<file path="src/rtl/rv32i_types.sv">
// rv32i_types: shared types for the memory stage.
//   mem_state_t        : IDLE / ACCESS / DONE handshake states
//   load/store funct3  : RV32I width encodings
//   rv32i_control_word : control bits the memory stage consumes
//   byte_mask          : lane enables for a width code and byte offset, truncated to the word
package rv32i_types;

    localparam int MAX_WAIT_DEFAULT = 255;

    typedef enum logic [1:0] {IDLE, ACCESS, DONE} mem_state_t;

    typedef enum logic [2:0] {
        LB  = 3'b000,
        LH  = 3'b001,
        LW  = 3'b010,
        LBU = 3'b100,
        LHU = 3'b101
    } load_funct3_t;

    typedef enum logic [2:0] {
        SB = 3'b000,
        SH = 3'b001,
        SW = 3'b010
    } store_funct3_t;

    typedef struct packed {
        logic       mem_read;
        logic       mem_write;
        logic [2:0] funct3;
    } rv32i_control_word;

    // Loads use the same width code in bits [1:0], so one mask serves both directions.
    function automatic logic [3:0] byte_mask(input logic [1:0] sz, input logic [1:0] off);
        logic [2:0] k;
        k = {1'b0, sz};
        byte_mask = k == SW ? 4'b1111 : k == SH ? 4'b0011 << off : 4'b0001 << off;
    endfunction

endpackage

</file>
<file path="src/rtl/stage_memory_load_align.sv">
// load_align: picks the addressed byte/halfword out of a read word and extends it.
//   rdata     : raw 32-bit word from data memory
//   off       : byte offset within the word
//   funct3    : load width/sign code
//   load_data : right-aligned, sign- or zero-extended result
module load_align
    import rv32i_types::*;
(
    input  logic [31:0] rdata,
    input  logic [1:0]  off,
    input  logic [2:0]  funct3,
    output logic [31:0] load_data
);

    logic [31:0] shifted;

    assign shifted   = rdata >> {off, 3'b000};
    assign load_data = funct3 == LB  ? {{24{shifted[7]}}, shifted[7:0]}   :
                       funct3 == LH  ? {{16{shifted[15]}}, shifted[15:0]} :
                       funct3 == LBU ? {24'b0, shifted[7:0]}              :
                       funct3 == LHU ? {16'b0, shifted[15:0]}             : rdata;

endmodule

</file>
<file path="src/rtl/stage_memory.sv">
// stage_memory: RV32I memory stage with a request/response data-memory handshake.
//   clk, rst (sync, active low)         : clock and reset
//   ex_valid, ctrl, alu_out_ex_mem      : EX/MEM op, control word, byte address
//   rs2_fwd                             : store data
//   dmem_resp, dmem_rdata               : memory completion and read word
//   dmem_read/write/address/wdata/mbe   : registered memory request
//   mem_stall                           : freezes upstream while an access is in flight
//   load_data, load_valid               : aligned load result, valid in DONE
//   dmem_timeout                        : sticky flag, set when MAX_WAIT ACCESS cycles pass unanswered
//   misaligned                          : exists only with DMEM_MISALIGN_TRAP_EN; pulses on a trapped access
module stage_memory
    import rv32i_types::*;
#(
    parameter int MAX_WAIT = MAX_WAIT_DEFAULT
) (
    input  logic              clk,
    input  logic              rst,
    input  logic              ex_valid,
    input  rv32i_control_word ctrl,
    input  logic [31:0]       alu_out_ex_mem,
    input  logic [31:0]       rs2_fwd,
    input  logic              dmem_resp,
    input  logic [31:0]       dmem_rdata,
    output logic              dmem_read,
    output logic              dmem_write,
    output logic [31:0]       dmem_address,
    output logic [31:0]       dmem_wdata,
    output logic [3:0]        dmem_mbe,
    output logic              mem_stall,
    output logic [31:0]       load_data,
    output logic              load_valid,
    output logic              dmem_timeout
`ifdef DMEM_MISALIGN_TRAP_EN
    ,
    output logic              misaligned
`endif
);

    localparam int CW = $clog2(MAX_WAIT + 1);

    mem_state_t  state_q;
    logic        read_q, write_q, timeout_q;
    logic [31:0] addr_q, wdata_q, load_data_q;
    logic [3:0]  mbe_q;
    logic [2:0]  f3_q;
    logic [1:0]  off_q;
    logic [CW-1:0] cnt_q, cnt_d;
    logic [1:0]  off;
    logic        accept, trap;
    logic [31:0] aligned;

    assign off    = alu_out_ex_mem[1:0];
    assign accept = state_q == IDLE && ex_valid && (ctrl.mem_read || ctrl.mem_write);
    assign cnt_d  = cnt_q + 1'b1;

`ifdef DMEM_MISALIGN_TRAP_EN
    assign trap       = accept && ((ctrl.funct3[1:0] == 2'b01 && off[0]) || (ctrl.funct3[1:0] == 2'b10 && off != 2'b00));
    assign misaligned = trap && rst;
`else
    assign trap = 1'b0;
`endif

    // A trapped access completes without stalling; reset also releases the pipeline.
    assign mem_stall    = rst && ((accept && !trap) || state_q == ACCESS);
    assign load_valid   = state_q == DONE;
    assign dmem_read    = read_q;
    assign dmem_write   = write_q;
    assign dmem_address = addr_q;
    assign dmem_wdata   = wdata_q;
    assign dmem_mbe     = mbe_q;
    assign load_data    = load_data_q;
    assign dmem_timeout = timeout_q;

    load_align u_align (
        .rdata    (dmem_rdata),
        .off      (off_q),
        .funct3   (f3_q),
        .load_data(aligned)
    );

    always_ff @(posedge clk) begin
        if (!rst) begin
            state_q     <= IDLE;
            read_q      <= 1'b0;
            write_q     <= 1'b0;
            timeout_q   <= 1'b0;
            addr_q      <= '0;
            wdata_q     <= '0;
            load_data_q <= '0;
            mbe_q       <= '0;
            f3_q        <= '0;
            off_q       <= '0;
            cnt_q       <= '0;
        end else begin
            case (state_q)
                IDLE: if (accept) begin
                    addr_q      <= {alu_out_ex_mem[31:2], 2'b00};
                    off_q       <= off;
                    f3_q        <= ctrl.funct3;
                    mbe_q       <= trap ? 4'b0000 : byte_mask(ctrl.funct3[1:0], off);
                    wdata_q     <= rs2_fwd << {off, 3'b000};
                    read_q      <= ctrl.mem_read && !trap;
                    write_q     <= ctrl.mem_write && !trap;
                    load_data_q <= '0;
                    cnt_q       <= '0;
                    state_q     <= trap ? DONE : ACCESS;
                end
                // A response in the cycle the count would expire wins over the timeout.
                ACCESS: if (dmem_resp) begin
                    read_q      <= 1'b0;
                    write_q     <= 1'b0;
                    load_data_q <= read_q ? aligned : '0;
                    state_q     <= DONE;
                end else if (cnt_d == CW'(MAX_WAIT)) begin
                    read_q      <= 1'b0;
                    write_q     <= 1'b0;
                    load_data_q <= '0;
                    timeout_q   <= 1'b1;
                    state_q     <= DONE;
                end else begin
                    cnt_q <= cnt_d;
                end
                default: state_q <= IDLE;
            endcase
        end
    end

endmodule

</file>
<file path="config.mk">
export PLATFORM = sky130hd
export DESIGN_NAME = stage_memory
export DESIGN_NICKNAME = d
export VERILOG_FILES = /design/src/rtl/rv32i_types.sv /design/src/rtl/stage_memory_load_align.sv /design/src/rtl/stage_memory.sv
export SDC_FILE = /design/constraint.sdc
export NUM_CORES = 1
export LEC_CHECK = 0
export ABC_AREA = 1
export CAP_MARGIN = 25
export CORE_UTILIZATION = 40
export CTS_CLUSTER_DIAMETER = 200
export DETAILED_ROUTE_END_ITERATION = 8
export PLACE_DENSITY = 0.72
export SYNTH_ARGS = -nofsm -noshare
export SYNTH_HDL_FRONTEND = slang
export SYNTH_SLANG_ARGS = --single-unit
</file>
<file path="constraint.sdc">
create_clock -name clk -period 4.4 [get_ports clk]
set_input_delay 0.66 -clock clk [delete_from_list [all_inputs] [get_ports clk]]
set_output_delay 0.66 -clock clk [all_outputs]
set_load 0.01 [all_outputs]
</file>
# Yosys cells after proc, flatten, opt, wreduce, memory -nomap -nowiden

Index checks and enable logic that the tools add are counted.

$add $sub $neg: 1
$mul: 0
Div/mod/pow operators: 0
$lt $le $gt $ge: 0
Eq/ne operators: 12
Shifts and indexed selects: 4
Mux-type cells: 25
Bitwise gates (word level): 1
Reductions and logical operators: 13

Operators with widths:

| kind                | number |
|---|---|
| $mux 32             | 8 |
| $pmux 32 s2         | 1 |
| $shl 32x5->32       | 1 |
| $shr 32x5->16       | 1 |
| $mux 8              | 3 |
| $pmux 8 s2          | 1 |
| $add 8x1->8 const B | 1 |
| $eq 8x8->1 const B  | 1 |
| $mux 4              | 2 |
| $eq 3x3->1 const B  | 2 |
| $mux 2              | 3 |
| $ne 2x2->1 const B  | 3 |
| $reduce_and 3->1    | 2 |
| $eq 2x1->1 const B  | 2 |
| $eq 2x2->1 const B  | 2 |
| $mux 1              | 4 |
| $pmux 1 s2          | 2 |
| $pmux 2 s2          | 1 |
| $reduce_and 2->1    | 2 |
| $reduce_and 4->1    | 1 |
| $shl 1x2->4 const A | 1 |
| $shl 2x2->4 const A | 1 |
| $eq 3x1->1 const B  | 1 |
| $logic_and 1x1->1   | 3 |
| other kinds (6)     | 7 |

Register bits after elaboration: 116
Latch bits: 0
RAM bits: 0
ROM bits: 0
Memories kept: 0

# Logic depth before layout (Yosys ltp)

Word-level depth: 8
Gate-level depth with buffers: 13
Mapped depth without buffers: 12

# Modules after synthesis

From an unflattened synthesis, not the netlist that was laid out.

Cells, all modules: 904
Area, all modules: 6,113.4 um^2

Modules (own cells, without submodules):

| module       | times used | cells each | area an instance (um^2) | sequential area each (um^2) |
|---|---|---|---|---|
| stage_memory | 1          | 739        | 5,328.9                 | 2,322.2 |
| load_align   | 1          | 165        | 784.5                   | 0.0 |

# Worst setup path after synthesis

No wires, ideal clock.

Kind: in2out
Start: input rst
End: output mem_stall
Arrival: 1.342 ns
Required time: 3.740 ns
Slack: 2.398 ns
Stages: 4
Buffers on the path: 2
Path through: clkbuf_1 inv_1 clkbuf_1 a21oi_1

Longest elaborated chain between the ends: 1

RTL lines:

| element           | line               | RTL |
|---|---|---|
| from (decl)       | stage_memory.sv:17 | `input logic rst,` |
| $logic_and 1x1->1 | stage_memory.sv:64 | `assign mem_stall = rst && ((accept && !trap) \|\| state_q == ACCESS);` |
| to (decl)         | stage_memory.sv:29 | `output logic mem_stall,` |

No other way between the ends.

# Final worst setup path

Start: input ctrl[3] (netlist name)
End: output mem_stall

Longest elaborated chain between the ends: 4

RTL lines:

| element           | line               | RTL |
|---|---|---|
| from (decl)       | stage_memory.sv:19 | `input rv32i_control_word ctrl,` |
| $logic_or 1x1->1  | stage_memory.sv:53 | `assign accept = state_q == IDLE && ex_valid && (ctrl.mem_read \|\| ctrl.mem_write);` |
| $logic_and 1x1->1 | stage_memory.sv:53 |  |
| $logic_or 1x1->1  | stage_memory.sv:64 |  |
| $logic_and 1x1->1 | stage_memory.sv:64 |  |

No other way between the ends.

==> flow_summary.ini <==
[status]
outcome = finished, violations left
violations = design-rule violations

[timing]
hold_ws_ns = 0.4559
worstMarginPinSlew_ns = 1.008
rsz0062_at_grt = false
setup-tns-final_ns = 0
slew_viol_final = 0
setup_violations = 0
min_period_ns = 2.849
finalCritPeriodShare_pct = 64.74
hold_viol_final = 0
slew_headroom_pct = 32.78
finClkSkew_ns = 0.004793
max_freq_mhz = 351.0
setup_slack_ns = 1.551

[cells_and_area]
nets = 1165
synthToLayoutAreaGrowth_pct = 43.21
utilization_pct = 58.99
final_cell_mix = clkdlybuf4s50_1 (206), nand2_1 (182), nor2_1 (149), dfxtp_1 (116), o21ai_0 (115)
drive_gt1_share_pct = 8.154
n_antenna_cell = 0
final_cells = 1251
final_common_cell = clkdlybuf4s50_1

[place]
io_buffers = 207
dpl.hpwl_mm = 13.47
place_congestion = 0.9491
placedCellCount = 1223
dp_slack_ns = 1.570

[power]
switching_share_pct = 28.37
peakVddDrop_mv = 0.2992
power.internal_w = 0.002366
power.leakage_nw = 3.685
p_per_area_nw_per_um2 = 382.4
switching_power_w = 0.0009370
pwr-share-seq_pct = 36.8
combPwrFrac_pct = 23.4
clock_power_share_pct = 39.8

[grt]
grt_overflow = 0
grt_max_degree = 107
grt_use_total_pct = 26.07
antenna_found_initial = 0
grt_pass1_wl_mm = 32.04
grt_pass1_vias = 6301

[setup_path]
path_buf_inv = 2
endpoint_kind = output pin
rr_worst_depth = 10
path_depth = 4
crit_end = mem_stall
r2r-start = cnt_q[0]
critPathMostFrequentCell = clkdlybuf4s50_1
crit_path_max_fanout = 3
worst_ep_required_time_ns = 3.74
startpoint = ctrl[3]
ff2ff_setup_slack_ns = 1.80
start_kind = input port
crit_arrival_ns = 2.19
crit_path_cell_trace = clkdlybuf4s50_1, o211ai_1, a21oi_1, clkdlybuf4s50_1
critical-path-slowest-cell = clkdlybuf4s50_1
regToRegEndpoint = load_data[5]
max_stage_delay_ns = 0.50
critical_path_class = input port to output pin
critPathTopFamily = buffers and inverters

[die]
dieArea_um2 = 15580
coreArea_um2 = 14640
start_util_pct = 41.19
rows = 44
io_pins = 210
die_h_um = 124.8
die_width_um = 124.8

[clock_network]
cts_tree = done
holdBufCountCts = 0
h-tree-depth = 4
clk_pin_slew_worst_paths_ns = 0.05
cts-root-buf = clkbuf_16
cts_buffer_depth = 2
cts_sinks = 116
post_cts_buffers = 0
post_cts_resized = 0
clk_latency_ns = 0.41
numCtsBuffers = 17

[detailed_routing]
vias = 6490
viasPerCell = 5.188
drt_iter0_markers = 494
postRouteWirelength_mm = 19.57
drc_errors = 20
first_pass_iters = 7
wire_per_inst_um = 15.64
drtAntennaViolNets = 0

[synthesis]
ys_seq_area_share_pct = 38.50
ys_ff_latch = 116
syn_inst = 893
synthAdderAreaFrac_pct = 0.4149
synth.distinct_cells = 38
muxShareOfSynthArea_pct = 0.1659
synth_area_um2 = 6032
synth-compound-area-share_pct = 24.25
synthSimpleGateAreaFrac_pct = 27.09
synth_area_per_cell_um2 = 6.755
yosysWarnings = 0
synth_top_family_by_area = simple AND/OR/NAND/NOR gates
synth_xor_area_share_pct = 0.4356

[worst_hold_path]
min_path_type = register to register

[flow_run]
drv_cap = 0
==> layout make-up <==
| type | count | area (um2) |
|---|---|---|
| inverters | 59 | 221.5 |
| well taps | 184 | 230.2 |
| clock inverters | 4 | 47.55 |
| repair buffers | 214 | 2132 |
| fillers | 1413 | 6006 |
| clock buffers | 24 | 511.7 |
| multi-input cells | 650 | 3173 |
| flip-flops and latches | 116 | 2322 |
==> Yosys cell counts <==
cell	n	area, um2
a21oi_1	61	305.3
o211a_1	8	80.08
a21oi_2	18	157.7
a211oi_1	6	45.04
o21ai_1	1	5.000
inv_2	4	15.01
inv_1	55	206.5
buf_1	6	22.52
or2_2	1	6.260
buf_4	4	30.03
o21bai_1	1	7.510
clkbuf_1	43	161.4
mux2i_1	1	10.01
a31oi_1	3	18.77
nor2_2	4	25.02
xor2_1	3	26.28
nand2_2	6	37.54
o221a_2	13	146.4
a21boi_0	1	7.510
nand2_4	2	22.52
buf_6	2	22.52
nand3_1	43	215.2
o211ai_1	13	97.59
nor2_1	150	563.0
nor2_4	1	11.26
nand4_1	2	12.51
dfxtp_1	116	2322
nand2_1	182	683.2
a22oi_1	1	7.510
nand3b_1	3	22.52
nor3_1	5	25.02
o21ai_0	115	575.6
ha_1	2	25.02
buf_2	12	60.06
buf_8	2	30.03
o221ai_1	1	8.760
nand3_2	1	10.01
conb_1	1	3.750
==> how the worst min path moves through the flow <==
stage          cells after the start  slack (ns)           end          from
2_1_floorplan                      2        0.46       f3_q[0]       f3_q[0]
3_3_place_gp                       2        0.44  dmem_timeout  dmem_timeout
3_5_place_dp                       2        0.45  dmem_timeout  dmem_timeout
4_1_cts                            2        0.46  dmem_timeout  dmem_timeout
5_1_grt                            2        0.49  dmem_timeout  dmem_timeout
6_report                           2        0.46  dmem_timeout  dmem_timeout
==> worst reg2reg max path: cells and delay by family (launching register included) <==
| family | cells | cell delay, ns |
|---|---|---|
| xor gates and xnor gates | 1 | 0.21 |
| DFF | 1 | 0.40 |
| adders and majority gates | 1 | 0.28 |
| and+or+nand+nor | 8 | 1.66 |
==> registers in the layout, indices dropped and copies added, names as in the netlist <==
signal	count
cnt_q	8
dmem_address	30
dmem_mbe	4
dmem_read	1
dmem_timeout	1
dmem_wdata	32
dmem_write	1
f3_q	3
load_data	32
off_q	2
state_q	2
==> metal layers <==
metal | part of all wire, % | GRT usage [%] | vias to the layer above
li1 | - | - | 3256
met1 | 43 | 31.41 | 2985
met2 | 45 | 41.54 | 230
met3 | 10 | 11.47 | 19
met4 | 1.4 | 7.988 | 0
met5 | 0 | 0 | -
==> cells by family after synthesis <==
| kind of cell | after synthesis |
|---|---|
| AOI/OAI and AO/OA | 242 |
| and+or+nand+nor | 400 |
| other | 1 |
| adders and majority gates | 2 |
| xor gates and xnor gates | 3 |
| muxes | 1 |
| DFF | 116 |
| buffers and inverters | 128 |
==> power groups by stage <==
stage	combinational (W)	clock, W	sequential, W
floorplan	0.000386	0	0.00126
global placement	0.000764	0	0.00123
detailed placement	0.000768	0	0.00123
CTS	0.000774	0.00133	0.00122
global route	0.000855	0.00139	0.00123
finish	0.000773	0.00131	0.00122
==> stage by stage <==
step / area, um2 / power [W]
after floorplan: 6036 / 0.001644
after global placement: 8079 / 0.001998
after detailed placement: 8079 / 0.002002
after CTS: 8638 / 0.003323
after global routing: 8638 / 0.003476
final: 8638 / 0.003303
Note: power is estimated with default switching activity, not from simulation.
